**src/rtl/reg_file_wr_arbiter.sv**
```systemverilog
// Round-robin arbiter that shares the register-file write port between two requesters.
// Define REG_FILE_WR_ARBITER_CLEAR_EN to zero x1..x31 after every reset before any grant.
module reg_file_wr_arbiter #(
  parameter int DATA_WIDTH = 32,
  parameter int ADDR_WIDTH = 5
) (
  input  logic                  clk,
  input  logic                  rst_n,
  input  logic                  req0_valid,
  output logic                  req0_ready,
  input  logic [ADDR_WIDTH-1:0] req0_reg,
  input  logic [DATA_WIDTH-1:0] req0_data,
  input  logic                  req1_valid,
  output logic                  req1_ready,
  input  logic [ADDR_WIDTH-1:0] req1_reg,
  input  logic [DATA_WIDTH-1:0] req1_data,
  output logic                  wr_en,
  output logic [ADDR_WIDTH-1:0] wr_reg,
  output logic [DATA_WIDTH-1:0] wr_data,
  output logic                  busy
);

  logic                  clearing;
  logic [ADDR_WIDTH-1:0] clearReg;

`ifdef REG_FILE_WR_ARBITER_CLEAR_EN
  typedef enum logic {StClear, StRun} state_e;

  localparam logic [ADDR_WIDTH-1:0] LastReg = '1;

  state_e                state_q, state_d;
  logic [ADDR_WIDTH-1:0] clrCnt_q, clrCnt_d;

  always_ff @(posedge clk or negedge rst_n) begin
    if (!rst_n) begin
      state_q  <= StClear;
      clrCnt_q <= ADDR_WIDTH'(1);
    end else begin
      state_q  <= state_d;
      clrCnt_q <= clrCnt_d;
    end
  end

  // The counter stops at the last register rather than wrapping back to x0.
  always_comb begin
    state_d  = state_q;
    clrCnt_d = clrCnt_q;
    clearing = 1'b0;
    case (state_q)
      StClear: begin
        clearing = 1'b1;
        if (clrCnt_q == LastReg) begin
          state_d = StRun;
        end else begin
          clrCnt_d = clrCnt_q + ADDR_WIDTH'(1);
        end
      end
      default: ;
    endcase
  end

  assign clearReg = clrCnt_q;
  assign busy     = (state_q == StClear);
`else
  assign clearing = 1'b0;
  assign clearReg = '0;
  assign busy     = 1'b0;
`endif

  // lastGrant_q = 1 means requester 1 won most recently, so requester 0 wins the first contest.
  logic                  lastGrant_q, lastGrant_d;
  logic                  wrEn_q, wrEn_d;
  logic [ADDR_WIDTH-1:0] wrReg_q, wrReg_d;
  logic [DATA_WIDTH-1:0] wrData_q, wrData_d;
  logic                  runOk;
  logic                  grant0, grant1;

  assign runOk  = rst_n & ~busy;
  assign grant0 = runOk & req0_valid & (~req1_valid | lastGrant_q);
  assign grant1 = runOk & req1_valid & (~req0_valid | ~lastGrant_q);

  always_comb begin
    lastGrant_d = lastGrant_q;
    wrEn_d      = 1'b0;
    wrReg_d     = wrReg_q;
    wrData_d    = wrData_q;
    if (clearing) begin
      wrEn_d   = 1'b1;
      wrReg_d  = clearReg;
      wrData_d = '0;
    end else if (grant0) begin
      lastGrant_d = 1'b0;
      wrEn_d      = |req0_reg;
      wrReg_d     = req0_reg;
      wrData_d    = req0_data;
    end else if (grant1) begin
      lastGrant_d = 1'b1;
      wrEn_d      = |req1_reg;
      wrReg_d     = req1_reg;
      wrData_d    = req1_data;
    end
  end

  always_ff @(posedge clk or negedge rst_n) begin
    if (!rst_n) begin
      lastGrant_q <= 1'b1;
      wrEn_q      <= 1'b0;
      wrReg_q     <= '0;
      wrData_q    <= '0;
    end else begin
      lastGrant_q <= lastGrant_d;
      wrEn_q      <= wrEn_d;
      wrReg_q     <= wrReg_d;
      wrData_q    <= wrData_d;
    end
  end

  assign req0_ready = grant0;
  assign req1_ready = grant1;
  assign wr_en      = wrEn_q;
  assign wr_reg     = wrReg_q;
  assign wr_data    = wrData_q;

endmodule

```
**config.mk**
```make
export PLATFORM = sky130hd
export DESIGN_NAME = reg_file_wr_arbiter
export DESIGN_NICKNAME = d
export VERILOG_FILES = /design/src/rtl/reg_file_wr_arbiter.sv
export SDC_FILE = /design/constraint.sdc
export NUM_CORES = 1
export LEC_CHECK = 0
export BUFFER_PORTS_ARGS = -buffer_cell sky130_fd_sc_hd__buf_2
export CORE_MARGIN = 5
export CORE_UTILIZATION = 46
export DETAILED_ROUTE_END_ITERATION = 12
export HOLD_SLACK_MARGIN = 0.15
export PLACE_DENSITY = 0.93
export SYNTH_ARGS = -nofsm -noshare
export SYNTH_HDL_FRONTEND = slang
export SYNTH_SLANG_ARGS = --single-unit
```
**constraint.sdc**
```tcl
create_clock -name clk -period 3.9 [get_ports clk]
set_input_delay 0.39 -clock clk [delete_from_list [all_inputs] [get_ports clk]]
set_output_delay 0.39 -clock clk [all_outputs]
set_load 0.05 [all_outputs]
```
==> reports/results.txt <==
Status: finished, final reports clean
Drt via density: 5.575
DRT antenna net count: 0
Layout cells sized above 1: 42.95%
Worst rel slew slack: 31.11%
Setup WS post-layout: 1.348 ns
Pwr Density: 529.7 mW/mm^2
Final Slew Violations: 0
Drt wl/cell: 15.91 um
Period utilisation layout: 65.45%
MaxCap Viol Count: 0
Iter 0 DRT Violations: 166
Setup_tns: 0 ns
Worst IR Drop VDD: 0.3426 mV
Non-Filler Instances: 355
Initial antenna violation count: 0
Post-Route WL: 5.647 mm
Die Ht: 74.30 um
Dpl cells: 346
Critical Path Sink Type: primary output
Leakage: 1.177 nW
Final Net Count: 382
Final core utilization: 64.84%
RSZ-0062 raised after global routing: no
Data required, critical path: 3.51 ns
Overall routing resource usage: 20.87%
Register area share after synthesis: 51.38%
Crit path arrival time: 2.16 ns
GRT overflow: 0
Reg clk slew, reported paths: 0.08 ns
Largest register FFs: 32
Clk_lat worst skew: 0.29 ns
Post-Place Worst Slack: 1.807 ns
Worst Tran Pin Value: 1.033 ns
Final setup viols: 0
Die area: 0.005520 sq mm
Initial core utilization: 47.54%
Synthesis-to-finish area growth: 36.38%
Post-CTS setup buffers: 0
CP max FO: 39
Cell Rows: 23
Multi-input gate area in the final layout: 799.5 sq um
Drc violations: 0
Gp weighted congestion: 0.7676
IO Count: 119
Die width: 74.30 um
DR pass1 iterations: 4
Largest net degree at the start of global routing: 61
Area of the core: 0.004000 sq mm
Minimum clock period: 2.553 ns
Yosys warns: 0
IO buf count: 117
Via count: 1979
Maximum clock path buffer count: 2
WS Path Type: input pin to primary output
Worst Setup Start Kind: input pin
Mapped cell area: 0.001902 sq mm
Fillers: 347
Average footprint of a synthesized cell: 9.654 sq um
Cells after Synth: 197
CTS buffer count: 5
Clock Sinks: 39
First-pass GRT wire length: 8.873 mm
Hold violation count in the final report: 0
Antenna diode count: 0
Type of the most critical hold path: input pin to flip-flop
Distinct cells, synth: 23
Seq. cell area: 977.2 sq um
#FFs+latches synth: 39
Max Clock Freq: 391.8 MHz
Number of global-route vias before repair: 1979
H-Tree Depth: 2
CTS tree: built
Clock skew: 0.003968 ns
Post-DP HPWL: 4.027 mm
Root Driver: clkbuf_8
Syn nets: 275
[cells in the final DEF (no fill, tap or decap), drive strengths merged, types with 2 or more instances in the layout]
cell / Yosys / routed
a21oi: 2 / 2
buf: 18 / 120
dfrtp: 38 / 38
o21a: 15 / 15
clkbuf: 3 / 6
or4: 2 / 2
nand3: 24 / 24
a31oi: 23 / 23
nor2: 26 / 26
bufinv: 0 / 2
o32a: 14 / 14
nand2: 2 / 2
o21ai: 23 / 23
[cell usage after synthesis]
master | instances | share of area [%]
a21oi_1 | 2 | 0.53
a31oi_1 | 23 | 7.6
and2_1 | 1 | 0.33
buf_1 | 1 | 0.20
buf_2 | 11 | 2.9
buf_4 | 4 | 1.6
buf_6 | 2 | 1.2
clkbuf_1 | 3 | 0.59
conb_1 | 1 | 0.20
dfrtp_1 | 38 | 50
dfstp_2 | 1 | 1.4
inv_1 | 1 | 0.20
nand2_1 | 1 | 0.20
nand2_2 | 1 | 0.33
nand2b_1 | 1 | 0.33
nand3_1 | 24 | 6.3
nor2_1 | 26 | 5.1
nor2b_2 | 1 | 0.46
o21a_1 | 15 | 5.9
o21ai_0 | 23 | 6.1
o32a_1 | 14 | 7.4
o32ai_1 | 1 | 0.46
or4_1 | 2 | 0.79
[metrics by stage]
step	instance area (sq um)	total power, mW	hold slack (ns)
after floorplan	1902	0.8513	0.09441
after global placement	2451	0.9757	0.3018
after detailed placement	2451	0.9867	0.3039
after CTS	2594	1.385	0.3008
after global routing	2594	1.439	0.2955
final	2594	1.374	0.3075
[area by class of cell]
class | count | share of cell area (%)
timing repair buffer | 121 | 23.83
clock inverter | 2 | 2.315
inverter | 1 | 0.1447
clock buffer | 6 | 2.798
multi-input combinational | 136 | 30.82
tap | 50 | 2.412
sequential | 39 | 37.67
[timing repair]
action / CTS / global route
hold buffers: 1 / 0
resized for setup: 0 / 0
endpoints found under the hold margin: 8 / 0
[cell families (layout without fill, tap and decap cells)]
kind of cell           count (synthesis)  after routing  share of synthesized area, %
DFF                                   39             39                         51.38
and+or+nand+nor                       57             57                         13.88
other                                  1              1                        0.1972
buffers and inverters                 22            130                         6.644
AOI/OAI and AO/OA                     78             78                         27.89
[worst paths after layout]
check,startpoint,end,slack (ns),cells past startpoint
min in group asynchronous,rst_n,wr_data[14],0.54,2
worst min register to register,wr_data[27],wr_data[27],0.55,2
worst max register to register,lastGrant_q,wr_data[3],2.12,3
worst max-delay path,rst_n,req0_ready,1.35,5
max in group asynchronous,rst_n,wr_data[30],2.67,3
worst min-delay path,req1_data[24],wr_data[24],0.31,2
[power breakdown]
part | switching (mW) | internal [mW]
clock network | 0.142 | 0.256
registers | 0.0327 | 0.466
logic | 0.346 | 0.132
[per-layer routing]
metal  track usage (%)  wire [um]  up-vias
met5                 0          0        -
met4             7.115         56        0
met3             6.622        662        5
met2             34.06       2778      102
met1             26.36       2150      930
li1                  -          -      942
[worst max-delay path: stages]
cell and delay (ns):
dlygate4sd3_1 0.53, buf_2 0.31, nand2_2 0.45, nor2_1 0.20
buf_2 0.28
Note: power is estimated with default switching activity, not from simulation.
